===== src/rtl/i2c_target_responder_if.sv =====
// Open-drain I2C bus seen by the target: raw SCL/SDA from the pad and the SDA pull-down enable.
interface i2c_target_responder_if;
    logic SCL;
    logic SDA_in;
    logic SDA_LowEnable;

    modport master (output SCL, output SDA_in, input SDA_LowEnable);
    modport slave  (input SCL, input SDA_in, output SDA_LowEnable);
endinterface


===== src/rtl/i2c_target_responder.sv =====
// TMP101-style I2C target: pointer, read-only temperature and R/W configuration register.
// Inputs see 2 cycles of sync latency; SDA updates 1 cycle after a synced SCL fall; never stretches SCL.
module i2c_target_responder #(
    parameter logic [6:0] ADDRESS      = 7'b1001000,
    parameter logic [7:0] CONFIG_RESET = 8'h00
) (
    input  logic                    CLOCK,
    input  logic                    Reset,
    i2c_target_responder_if.slave   bus,
    input  logic [11:0]             Temperature,
    output logic [7:0]              ConfigReg,
    output logic [1:0]              Pointer,
    output logic                    Busy
);

    typedef enum logic [2:0] {
        IDLE, ADDR, ADDR_ACK, RX_BYTE, RX_ACK, TX_BYTE, TX_ACK, WAIT_STOP
    } state_t;

    state_t      state;
    logic        sclMeta, sclSync, sclPrev;
    logic        sdaMeta, sdaSync, sdaPrev;
    logic [3:0]  bitCnt;
    logic [7:0]  rxShift;
    logic [7:0]  txShift;
    logic        readNotWrite;
    logic [1:0]  byteIdx;
    logic [3:0]  tempLow;
    logic        sdaLow;

    logic        sclRise, sclFall, startDet, stopDet;
    logic [7:0]  rxByte;
    logic [7:0]  txNext;

    assign sclRise  = sclSync & ~sclPrev;
    assign sclFall  = ~sclSync & sclPrev;
    assign startDet = sclSync & sdaPrev & ~sdaSync;
    assign stopDet  = sclSync & ~sdaPrev & sdaSync;
    assign rxByte   = {rxShift[6:0], sdaSync};

    assign bus.SDA_LowEnable = sdaLow;

    // The low nibble of an odd byte comes from the sample taken with the preceding even byte.
    always_comb begin
        txNext = ConfigReg;
        if (!Pointer[0]) begin
            txNext = byteIdx[0] ? {tempLow, 4'b0000} : Temperature[11:4];
        end
    end

    always_ff @(posedge CLOCK) begin
        if (Reset) begin
            sclMeta      <= 1'b1;
            sclSync      <= 1'b1;
            sclPrev      <= 1'b1;
            sdaMeta      <= 1'b1;
            sdaSync      <= 1'b1;
            sdaPrev      <= 1'b1;
            state        <= IDLE;
            bitCnt       <= '0;
            rxShift      <= '0;
            txShift      <= '1;
            readNotWrite <= 1'b0;
            byteIdx      <= '0;
            tempLow      <= '0;
            sdaLow       <= 1'b0;
            ConfigReg    <= CONFIG_RESET;
            Pointer      <= '0;
            Busy         <= 1'b0;
        end else begin
            sclMeta <= bus.SCL;
            sclSync <= sclMeta;
            sclPrev <= sclSync;
            sdaMeta <= bus.SDA_in;
            sdaSync <= sdaMeta;
            sdaPrev <= sdaSync;

            if (stopDet) begin
                state  <= IDLE;
                sdaLow <= 1'b0;
                Busy   <= 1'b0;
            end else if (startDet) begin
                state  <= ADDR;
                bitCnt <= '0;
                sdaLow <= 1'b0;
            end else begin
                case (state)
                    ADDR: begin
                        if (sclRise) begin
                            rxShift <= rxByte;
                            if (bitCnt == 4'd7) begin
                                if (rxByte[7:1] == ADDRESS) begin
                                    Busy         <= 1'b1;
                                    readNotWrite <= rxByte[0];
                                    byteIdx      <= '0;
                                    bitCnt       <= 4'd8;
                                    state        <= ADDR_ACK;
                                end else begin
                                    Busy  <= 1'b0;
                                    state <= IDLE;
                                end
                            end else begin
                                bitCnt <= bitCnt + 4'd1;
                            end
                        end
                    end

                    // bitCnt 8: waiting for the fall that starts the ACK; 9: ACK clock has risen.
                    ADDR_ACK, RX_ACK: begin
                        if (sclRise) begin
                            bitCnt <= 4'd9;
                        end else if (sclFall) begin
                            if (bitCnt == 4'd8) begin
                                sdaLow <= 1'b1;
                            end else begin
                                bitCnt <= '0;
                                if (state == ADDR_ACK && readNotWrite) begin
                                    txShift <= {txNext[6:0], 1'b1};
                                    sdaLow  <= ~txNext[7];
                                    if (!Pointer[0] && !byteIdx[0]) tempLow <= Temperature[3:0];
                                    state   <= TX_BYTE;
                                end else begin
                                    sdaLow <= 1'b0;
                                    if (state == RX_ACK && byteIdx != 2'd2) byteIdx <= byteIdx + 2'd1;
                                    state  <= RX_BYTE;
                                end
                            end
                        end
                    end

                    RX_BYTE: begin
                        if (sclRise) begin
                            rxShift <= rxByte;
                            if (bitCnt == 4'd7) begin
                                if (byteIdx == 2'd0)  Pointer   <= rxByte[1:0];
                                else if (Pointer[0])  ConfigReg <= rxByte;
                                bitCnt <= 4'd8;
                                state  <= RX_ACK;
                            end else begin
                                bitCnt <= bitCnt + 4'd1;
                            end
                        end
                    end

                    TX_BYTE: begin
                        if (sclRise) begin
                            bitCnt <= bitCnt + 4'd1;
                        end else if (sclFall) begin
                            if (bitCnt == 4'd8) begin
                                sdaLow <= 1'b0;
                                state  <= TX_ACK;
                            end else begin
                                sdaLow  <= ~txShift[7];
                                txShift <= {txShift[6:0], 1'b1};
                            end
                        end
                    end

                    TX_ACK: begin
                        if (sclRise) begin
                            if (sdaSync) begin
                                state <= WAIT_STOP;
                            end else begin
                                byteIdx <= {1'b0, ~byteIdx[0]};
                                bitCnt  <= 4'd9;
                            end
                        end else if (sclFall && bitCnt == 4'd9) begin
                            bitCnt  <= '0;
                            txShift <= {txNext[6:0], 1'b1};
                            sdaLow  <= ~txNext[7];
                            if (!Pointer[0] && !byteIdx[0]) tempLow <= Temperature[3:0];
                            state   <= TX_BYTE;
                        end
                    end

                    default: ;
                endcase
            end
        end
    end

endmodule


===== src/flat_wrapper.sv =====
// flat-port wrapper written by rule: the top's interface ports become plain ports
module i2c_target_responder_flat 
#(
    parameter logic [6:0] ADDRESS      = 7'b1001000,
    parameter logic [7:0] CONFIG_RESET = 8'h00
)
  (CLOCK, Reset, Temperature, ConfigReg, Pointer, Busy, bus_SCL, bus_SDA_in, bus_SDA_LowEnable);
  i2c_target_responder_if bus_i ();
  input  logic CLOCK;
  input  logic Reset;
  input  logic [11:0] Temperature;
  output logic [7:0] ConfigReg;
  output logic [1:0] Pointer;
  output logic Busy;
  input wire logic [$bits(bus_i.SCL)-1:0] bus_SCL;
  input wire logic [$bits(bus_i.SDA_in)-1:0] bus_SDA_in;
  output wire logic [$bits(bus_i.SDA_LowEnable)-1:0] bus_SDA_LowEnable;
  assign bus_i.SCL = bus_SCL;
  assign bus_i.SDA_in = bus_SDA_in;
  assign bus_SDA_LowEnable = bus_i.SDA_LowEnable;
  i2c_target_responder #(.ADDRESS(ADDRESS), .CONFIG_RESET(CONFIG_RESET)) u_core (.CLOCK(CLOCK), .Reset(Reset), .bus(bus_i), .Temperature(Temperature), .ConfigReg(ConfigReg), .Pointer(Pointer), .Busy(Busy));
endmodule

===== config.mk =====
export PLATFORM = sky130hd
export DESIGN_NAME = i2c_target_responder_flat
export DESIGN_NICKNAME = d
export VERILOG_FILES = /design/src/rtl/i2c_target_responder_if.sv /design/src/rtl/i2c_target_responder.sv /design/src/flat_wrapper.sv
export SDC_FILE = /design/constraint.sdc
export NUM_CORES = 1
export LEC_CHECK = 0
export ABC_AREA = 1
export CAP_MARGIN = 10
export CORE_MARGIN = 3
export CORE_UTILIZATION = 51
export CTS_BUF_LIST = sky130_fd_sc_hd__clkbuf_16
export DETAILED_ROUTE_END_ITERATION = 8
export PLACE_DENSITY_LB_ADDON = 0.2
export SYNTH_ARGS = -nofsm -noshare
export SYNTH_HDL_FRONTEND = slang
export SYNTH_SLANG_ARGS = --single-unit

===== constraint.sdc =====
create_clock -name CLOCK -period 1.8 [get_ports CLOCK]
set_clock_uncertainty 0.1 [all_clocks]
set_input_delay 0.27 -clock CLOCK [delete_from_list [all_inputs] [get_ports CLOCK]]
set_output_delay 0.27 -clock CLOCK [all_outputs]
set_load 0.005 [all_outputs]

======== Yosys cells after proc, flatten, opt, wreduce, memory -nomap -nowiden ========
Cells that the tools add are included.
operators by class
  $add $sub $neg .......................... 2
  equality and inequality tests ........... 49
  multiplexer cells ....................... 73
  bitwise operators ....................... 16
  reductions and logical operators ........ 28
operator list
  cell                number
  $mux 8              11
  $mux 4              20
  $mux 3              14
  $reduce_and 13->1   3
  $ne 3x1->1 const B  9
  $ne 2x1->1 const B  12
  $pmux 8 s3          1
  $mux 2              11
  $pmux 4 s5          1
  $ne 2x2->1 const B  8
  $pmux 3 s5          1
  $reduce_and 7->1    2
  $reduce_and 12->1   1
  $reduce_and 6->1    2
  $mux 1              11
  $not 1->1           10
  $reduce_and 10->1   1
  $eq 3x3->1 const B  3
  $reduce_and 9->1    1
  $eq 4x4->1 const B  2
  $ne 4x1->1 const B  2
  $ne 4x3->1 const B  2
  $pmux 4 s2          1
  $reduce_and 4->1    2
  other kinds (22)    37
storage, ports and cells
  flip-flop bits (word level) ............. 47
  input port bits ......................... 16
  output and inout bits ................... 12
  logic and storage cells ................. 186

======== Longest topological paths before layout ========
Gate-level depths: netlist of run 1.
  depth in word-level cells ............... 8
  gate-level depth with buffers ........... 13
  gate-level depth less buffers ........... 12

======== Worst setup path after synthesis of run 1 ========
No wires, ideal clock.
  kind .................................... reg2reg
  start ................................... reg u_core.sclSync
  end ..................................... reg u_core.state[2]
  setup time .............................. 0.117 ns
  arrival time ............................ 1.519 ns
  required time ........................... 1.583 ns
  path slack .............................. 0.064 ns
  stages on the path, launching flop included .. 11
  path buffers ............................ 1
  period minus slack after synthesis ...... 1.736 ns
  cells stage by stage .................... dfxtp_1 > ha_1 > buf_4 > inv_1 > nor2_1 > inv_1 > nand2_1 > a21boi_0 > nand2_1 > nor3_1 > nor2_1
between the ends
  longest elaborated chain between the ends .. 5
  elaborated cells between the ends (all ways) .. 20
  classes of those cells .................. eq/ne: 8; mux: 2; bitwise: 7; reduce/logical: 3
ends and longest elaborated chain
  item                                RTL line                     RTL
  start: declaration                  i2c_target_responder.sv:21   logic sclMeta, sclSync, sclPrev;
  start signal: assignment            i2c_target_responder.sv:72   sclSync <= sclMeta;
  $not 1->1                           i2c_target_responder.sv:36   assign sclFall = ~sclSync & sclPrev;
  $and 1x1->1                         i2c_target_responder.sv:36
  $logic_and 1x1->1                   i2c_target_responder.sv:167  end else if (sclFall && bitCnt == 4'd9) begin
  $ne 3x1->1 (no source line)         --
  $reduce_and 13->1 (no source line)  --
  end signal: assignment              i2c_target_responder.sv:59   state <= IDLE;
  end signal: assignment              i2c_target_responder.sv:162  state <= WAIT_STOP;
  end signal: assignment              i2c_target_responder.sv:172  state <= TX_BYTE;
  end: declaration                    i2c_target_responder.sv:20   state_t state;
Several ways; a longest one is shown, not always the timed one.
A chain may end at the register's enable or synchronous reset.

======== Final worst setup path of run 1 ========
  start ................................... reg u_core.sclPrev
  end ..................................... reg u_core.state[2]
between the ends
  longest elaborated chain between the ends .. 4
  elaborated cells between the ends (all ways) .. 15
  classes of those cells .................. eq/ne: 8; mux: 2; bitwise: 3; reduce/logical: 2
ends and longest elaborated chain
  item                                                              RTL line                                                 RTL
  start: declaration                                                i2c_target_responder.sv:21
  start signal: assignment                                          i2c_target_responder.sv:73                               sclPrev <= sclSync;
  $and 1x1->1 or $not 1->1 (tied branches)                          i2c_target_responder.sv:36, i2c_target_responder.sv:35
  $logic_and 1x1->1 or $and 1x1->1 (tied branches)                  i2c_target_responder.sv:167, i2c_target_responder.sv:35
  $ne 3x1->1 (no source line) (tied with other cells)               --
  $reduce_and 13->1 (no source line) or $pmux 3 s5 (tied branches)  --
Several ways; a longest one is shown, not always the timed one.

==> impl_metrics.py, run 1 <==
metrics = {
    "run_status": {
        "outcome": "completed",
    },
    "timing": {
        "report.final.setup_viol": 0,
        "fin_crit_sh_pct": 98.2,
        "rsz0062_at_grt": "true",
        "slew_viol_final": 0,
        "finalCriticalPeriod_ps": 1770,
        "setup_slack_ps": 32.6,
        "max_slew.worst_pin.slew_ps": 362,
        "hold_ws_ps": 315,
        "hold_viol_final": 0,
        "max_freq_ghz": 0.566,
        "maxSlewHeadroom_pct": 75.8,
    },
    "clock_tree": {
        "clkSlewWorstSetupHoldPaths_ps": 60,
        "cts_max_level": 2,
        "root_buffer": "clkbuf_16",
        "cts_buffer_depth": 2,
        "clock_sinks": 46,
        "cts_made_buffers": 5,
        "cts_tree": "yes",
        "clk_latency_ps": 290,
    },
    "routing": {
        "drt-total-wl_mm": 7.31,
        "via_count": 2780,
        "firstDrtPassIters": 4,
        "drtIter0Drc": 126,
        "postRouteAntennaNets": 0,
        "wl_per_cell_um": 13.6,
        "routed_via_density": 5.16,
        "drc": 0,
    },
    "critical_path": {
        "cp.arrival_ps": 1850,
        "worst_ep_required_time_ps": 1880,
        "path_max_fanout": 6,
        "worstSetupPathType": "reg2reg",
        "crit_path_end_kind": "register",
        "start_kind": "register",
    },
    "floorplan": {
        "start_util_pct": 54.0,
        "die-height_um": 77.4,
        "fp.dieW_um": 77.4,
        "rows": 25,
        "ios": 28,
        "core_area_um2": 4820,
        "die_area_um2": 6000,
    },
    "power": {
        "swShare_pct": 39.0,
        "combPwrFrac_pct": 42.3,
        "peakVddDrop_mv": 0.604,
        "pwr-share-clk_pct": 23.5,
        "switchingPower_mw": 1.56,
        "seq_power_share_pct": 34.3,
        "p_int_mw": 2.43,
        "p_leak_nw": 1.70,
        "p_per_area_nw_per_um2": 1080,
    },
    "finish": {
        "nFillCells": 380,
        "final_cells": 539,
        "design_area_um2": 3680,
        "antenna_cells": 0,
        "final_util_pct": 76.4,
        "nNetsFinal": 494,
        "drive_above_1_share_pct": 26.9,
        "area_delta_synth_final_pct": 41.5,
    },
    "place": {
        "place_inst": 525,
        "dpl_cell_area_um2": 3220,
        "post-dp-hpwl_mm": 5.48,
        "gp_congestion": 0.935,
        "portBuffers": 27,
        "pre_cts_ws_ps": -93.3,
    },
    "flow_run": {
        "drv_cap": 0,
    },
    "synthesis": {
        "synth_cell_types": 30,
        "synthFlopType": "dfxtp_1",
        "synthTopCellsByCount": "nand2_1, nor2_1, dfxtp_1",
        "netlist_top_cells_area": "dfxtp_1, nand2_1, nor2_1",
        "ys_seq_elements": 46,
        "synth.top_cell.area_share_pct": 35.4,
        "synth_nets": 421,
        "post-synth-top-count-cell": "nand2_1",
        "syn_inst": 398,
        "avgSynthCellArea_um2": 6.54,
        "ys_seq_area_share_pct": 35.4,
        "synth_area_um2": 2600,
        "synth_top_area_cell": "dfxtp_1",
        "ys.warnings.count": 0,
        "synth-edff-count": 0,
        "synthArstFlopShare_pct": 0,
    },
    "grt": {
        "grt_busiest_layer": "met2",
        "track_usage_pct": 24.7,
        "grt.met1_usage_pct": 31.8,
        "met3_usage_pct": 3.36,
        "grt-ovfl-total": 0,
        "grt_max_degree": 37,
        "grt_pass1_vias": 2604,
        "antenna_found_initial": 0,
        "grt_pass1_wl_mm": 12.0,
        "use_met2_pct": 42.9,
    },
    "hold_path": {
        "hp-class": "reg2reg",
    },
}
[sequential cells by signal, indices dropped and copies added (netlist names), 2 cells and up]
signal and count:
u_core.Pointer 2, u_core.txShift 7, u_core.ConfigReg 8, u_core.state 3, u_core.byteIdx 2, u_core.tempLow 4, u_core.rxShift 7, u_core.bitCnt 4
[power by group through the flow]
| stage | clock (mW) | sequential [mW] | combinational, mW |
|---|---|---|---|
| 6_report | 0.935 | 1.37 | 1.68 |
| 4_1_cts | 0.947 | 1.33 | 1.53 |
| 3_3_place_gp | 0 | 1.34 | 1.44 |
| 2_1_floorplan | 0 | 1.32 | 1.03 |
| 5_1_grt | 0.989 | 1.39 | 1.91 |
| 3_5_place_dp | 0 | 1.35 | 1.47 |
[cells in the final DEF (no fill, tap or decap), types with 2 or more instances in the layout]
cell type,netlist,routed
inv_2,7,7
nor2_1,55,47
inv_4,0,4
clkdlybuf4s50_1,0,27
a21oi_1,19,19
clkinv_1,2,2
inv_1,42,37
nor3_4,0,2
dfxtp_2,0,6
clkbuf_16,0,5
nand3_4,1,3
o21ai_1,0,2
dfxtp_1,46,37
ha_1,7,2
nand3_1,32,25
nand2_4,1,3
nand4_1,8,8
nor2_2,4,6
nor2_4,0,6
a22oi_1,3,3
dfxtp_4,0,3
clkinv_4,0,2
nand2_1,100,92
nand3_2,3,8
o211ai_1,6,6
or2_2,4,4
ha_4,0,4
buf_4,1,42
buf_6,2,3
nand2_2,4,10
o21ai_0,36,33
[metrics by stage]
stage / power (mW) / TNS (ps)
6_report: 3.99 / 0
3_3_place_gp: 2.78 / -101
5_1_grt: 4.30 / -229
3_5_place_dp: 2.82 / -403
2_1_floorplan: 2.35 / 0
4_1_cts: 3.80 / 0
[critical path, cell delays in order, from the launching register on]
cell     delay, ps
dfxtp_2        320
inv_1           70
ha_4           180
buf_6          130
nor2_4         100
nor2_1          70
nor2_1         100
nand3_1        100
nor2_2         140
nand2_4         90
nor3_4         190
nor2_1          50
[kinds of logic (layout without fill, tap and decap cells)]
kind of cell	Yosys count	in the layout	share of synthesized area, %
XOR/XNOR	1	1	0.337
flip-flops	46	46	35.4
buffers and inverters	59	133	9.38
adder cells (fa/ha/maj)	7	7	3.37
AO/OA/AOI/OAI	68	68	14.5
AND/OR/NAND/NOR	217	217	37.0
[per-layer routing]
layer | vias to the layer above | share of wire (%)
li1 | 1431 | -
met1 | 1280 | 46
met2 | 59 | 50
met3 | 10 | 3.6
met4 | 0 | 1.2
met5 | - | 0
[layout make-up]
class                      count  area [um2]  area share, %
multi-input combinational    293        1660           45.0
sequential                    46         940           25.5
timing repair buffer          74         644           17.5
inverter                      51         206           5.61
clock buffer                   5         125           3.40
tap                           67        83.8           2.28
clock inverter                 3        25.0          0.680
[path summary, 6_finish.rpt]
| path | to | slack, ps | from | cells after the start |
|---|---|---|---|---|
| worst max-delay path | u_core.state[2]$_SDFFE_PP0P_ | 30 | u_core.sclPrev$_SDFF_PP1_ | 11 |
| worst min-delay path | u_core.sdaSync$_SDFF_PP1_ | 310 | u_core.sdaMeta$_SDFF_PP1_ | 1 |
| worst max register to register | u_core.state[2]$_SDFFE_PP0P_ | 30 | u_core.sclPrev$_SDFF_PP1_ | 11 |
| worst min register to register | u_core.sdaSync$_SDFF_PP1_ | 310 | u_core.sdaMeta$_SDFF_PP1_ | 1 |
[repair_timing]
action                     CTS  global route
gates resized for setup     12            68
setup buffers                0             5
pin swaps                    3            13
hold buffers                 0             0
setup endpoints to repair   20            36
cloned                       0             1
(Power assumes the default switching activity.)
==> inputs of run 2 (changes only) <==
- PLACE_DENSITY: default -> 0.81
- PLACE_DENSITY_LB_ADDON: 0.2 -> default
==> run 2 against run 1 <==
Fmax shrank 1.4%. Non-clock buffer count down 2. Sequential power about the same. Sequential share of layout area increased by 0.29 points. Clock-buffer cell count is the same. Die area is the same. Global-route usage is 0.74 points lower. Critical endpoint unchanged. Via count rose by 3.8%. Combinational power up 4%. Routed wire length up 4.3%. Register-to-register slack got worse by 30 ps. Largest power group unchanged.
==> impl_metrics.py, run 2 (synthesis results as in run 1) <==
metrics = {
    "run_status": {
        "outcome": "completed",
    },
    "critical_path": {
        "cpPeakStageDelay_ps": 370,
        "worst_ep_required_time_ps": 1890,
        "rr_startpoint": "u_core.sclPrev$_SDFF_PP1_",
        "ff2ff_path_depth": 9,
        "path_cells": "inv_2 -> ha_4 -> buf_4 -> o21ai_1 -> nand3_2 -> nor2_4 -> nand2_4 -> nor3_2 -> nor2_1",
        "cp_slowest_cell": "dfxtp_2",
        "start_kind": "register",
        "path_max_fanout": 6,
        "crit_path_start": "u_core.sclPrev$_SDFF_PP1_",
        "reg2reg_slack_ps": 7,
        "crit_end": "u_core.state[2]$_SDFFE_PP0P_",
        "crit_path_end_kind": "register",
        "cp.arrival_ps": 1880,
        "worstReg2RegEnd": "u_core.state[2]$_SDFFE_PP0P_",
        "worstSetupPathType": "reg2reg",
    },
    "finish": {
        "final_cells": 537,
        "design_area_um2": 3640,
        "final_cell_mix": "nand2_1, buf_4, nor2_1",
        "largest_reg_flops": 8,
        "area_delta_synth_final_pct": 39.7,
        "final_common_cell": "nand2_1",
        "antenna_cells": 0,
        "top_regs": "u_core.ConfigReg: 8 flops, u_core.rxShift: 7 flops, u_core.txShift: 7 flops",
        "nNetsFinal": 492,
        "drive_above_1_share_pct": 26.2,
        "nFillCells": 352,
        "top_register": "u_core.ConfigReg",
    },
    "timing": {
        "max_slew.worst_pin.slew_ps": 344,
        "rsz0062_at_grt": "true",
        "setup_slack_ps": 6.99,
        "report.final.setup_viol": 0,
        "fin_crit_sh_pct": 99.6,
        "max_freq_ghz": 0.558,
        "finalCriticalPeriod_ps": 1790,
        "maxSlewHeadroom_pct": 77.0,
        "slew_viol_final": 0,
        "tns_ps": 0,
        "hold_viol_final": 0,
    },
    "clock_tree": {
        "cts_made_buffers": 5,
        "holdBufCountCts": 0,
        "cts_max_level": 2,
        "root_buffer": "clkbuf_16",
        "clock_sinks": 46,
        "cts_buffer_depth": 2,
        "clkSlewWorstSetupHoldPaths_ps": 70,
        "clk_latency_ps": 290,
        "cts_tree": "yes",
    },
    "floorplan": {
        "start_util_pct": 54.0,
        "fp.dieW_um": 77.4,
        "core_area_um2": 4820,
        "die_area_um2": 6000,
        "ios": 28,
        "die-height_um": 77.4,
        "rows": 25,
    },
    "routing": {
        "via_count": 2887,
        "postRouteAntennaNets": 0,
        "routed_via_density": 5.38,
        "drt-total-wl_mm": 7.62,
        "wl_per_cell_um": 14.2,
        "firstDrtPassIters": 8,
        "drtIter0Drc": 259,
        "drc": 0,
    },
    "grt": {
        "track_usage_pct": 24.0,
        "antenna_found_initial": 0,
        "grt_pass1_vias": 2539,
        "grt_max_degree": 37,
        "grt_pass1_wl_mm": 11.6,
        "grt-ovfl-total": 0,
    },
    "place": {
        "gp_congestion": 0.942,
        "post-dp-hpwl_mm": 5.32,
        "portBuffers": 27,
        "dpl_cell_area_um2": 3230,
        "place_inst": 526,
        "pre_cts_ws_ps": -35.0,
    },
    "flow_run": {
        "drv_cap": 0,
    },
    "power": {
        "p_per_area_nw_per_um2": 1120,
        "peakVddDrop_mv": 0.711,
        "p_leak_nw": 1.67,
    },
    "hold_path": {
        "hp-class": "reg2reg",
    },
}
-- run 2: cell types whose count changed in the layout (fill, tap and decap cells not counted), moves of 2 or more --
cell,delta
buf_6,-2
clkinv_4,-2
dfxtp_1,+3
dfxtp_2,-4
inv_1,-3
inv_2,+2
inv_4,+2
nand2_1,+5
nand2_2,-4
nor2_1,-5
nor2_2,+7
nor2_4,-2
o21ai_1,+2
-- run 2: report_power, final --
part / internal (mW) / leakage [nW] / switching [mW]
sequential: 1.21 / 0.377 / 0.146
combinational: 0.715 / 1.22 / 1.03
clock: 0.530 / 0.0723 / 0.434
total: 2.46 / 1.67 / 1.61
-- run 2: worst min-delay path by stage --
| stage | from | endpoint | slack (ps) | cells after the start |
|---|---|---|---|---|
| floorplan | Reset | u_core.Pointer[1]$_SDFFE_PP0P_ | 240 | 1 |
| global placement | u_core.sclMeta$_SDFF_PP1_ | u_core.sclSync$_SDFF_PP1_ | 290 | 1 |
| detailed placement | u_core.sclMeta$_SDFF_PP1_ | u_core.sclSync$_SDFF_PP1_ | 300 | 1 |
| CTS | u_core.sclMeta$_SDFF_PP1_ | u_core.sclSync$_SDFF_PP1_ | 320 | 1 |
| global route | u_core.sclMeta$_SDFF_PP1_ | u_core.sclSync$_SDFF_PP1_ | 330 | 1 |
| finish | u_core.sclMeta$_SDFF_PP1_ | u_core.sclSync$_SDFF_PP1_ | 310 | 1 |
-- run 2: critical path: cells and delay by family (launching register included) --
| family | cells | cell delay [ps] |
|---|---|---|
| and+or+nand+nor | 5 | 630 |
| DFF | 1 | 370 |
| AOI/OAI and AO/OA | 1 | 220 |
| buffers and inverters | 2 | 200 |
| adders and majority gates | 1 | 170 |
-- run 2: through the flow --
stage,utilization [%],power (mW),hold WS (ps)
6_report,75.5,4.07,313
5_1_grt,75.5,4.35,327
4_1_cts,70.5,3.81,315
3_5_place_dp,67.1,2.82,298
3_3_place_gp,67.1,2.80,294
2_1_floorplan,-,2.35,239
-- run 2: layer usage --
metal | part of all wire, % | track usage (%) | wire length (um)
met3 | 5.1 | 4.18 | 390
met4 | 3.1 | 8.01 | 234
met5 | 0 | 0 | 0
met2 | 48 | 40.2 | 3660
met1 | 44 | 31.1 | 3340
-- run 2: cell type report --
type / instances / area [um2] / area share, %
repair buffers: 72 / 624 / 17.2
inverters: 51 / 206 / 5.68
clock inverters: 3 / 27.5 / 0.757
clock buffers: 5 / 125 / 3.44
flip-flops and latches: 46 / 938 / 25.8
multi-input cells: 293 / 1630 / 44.8
well taps: 67 / 83.8 / 2.31
-- run 2: timing repair --
action	in CTS	in global routing
pin swaps	0	14
buffers inserted	0	3
resized for setup	7	66
endpoints found under the setup margin	11	36
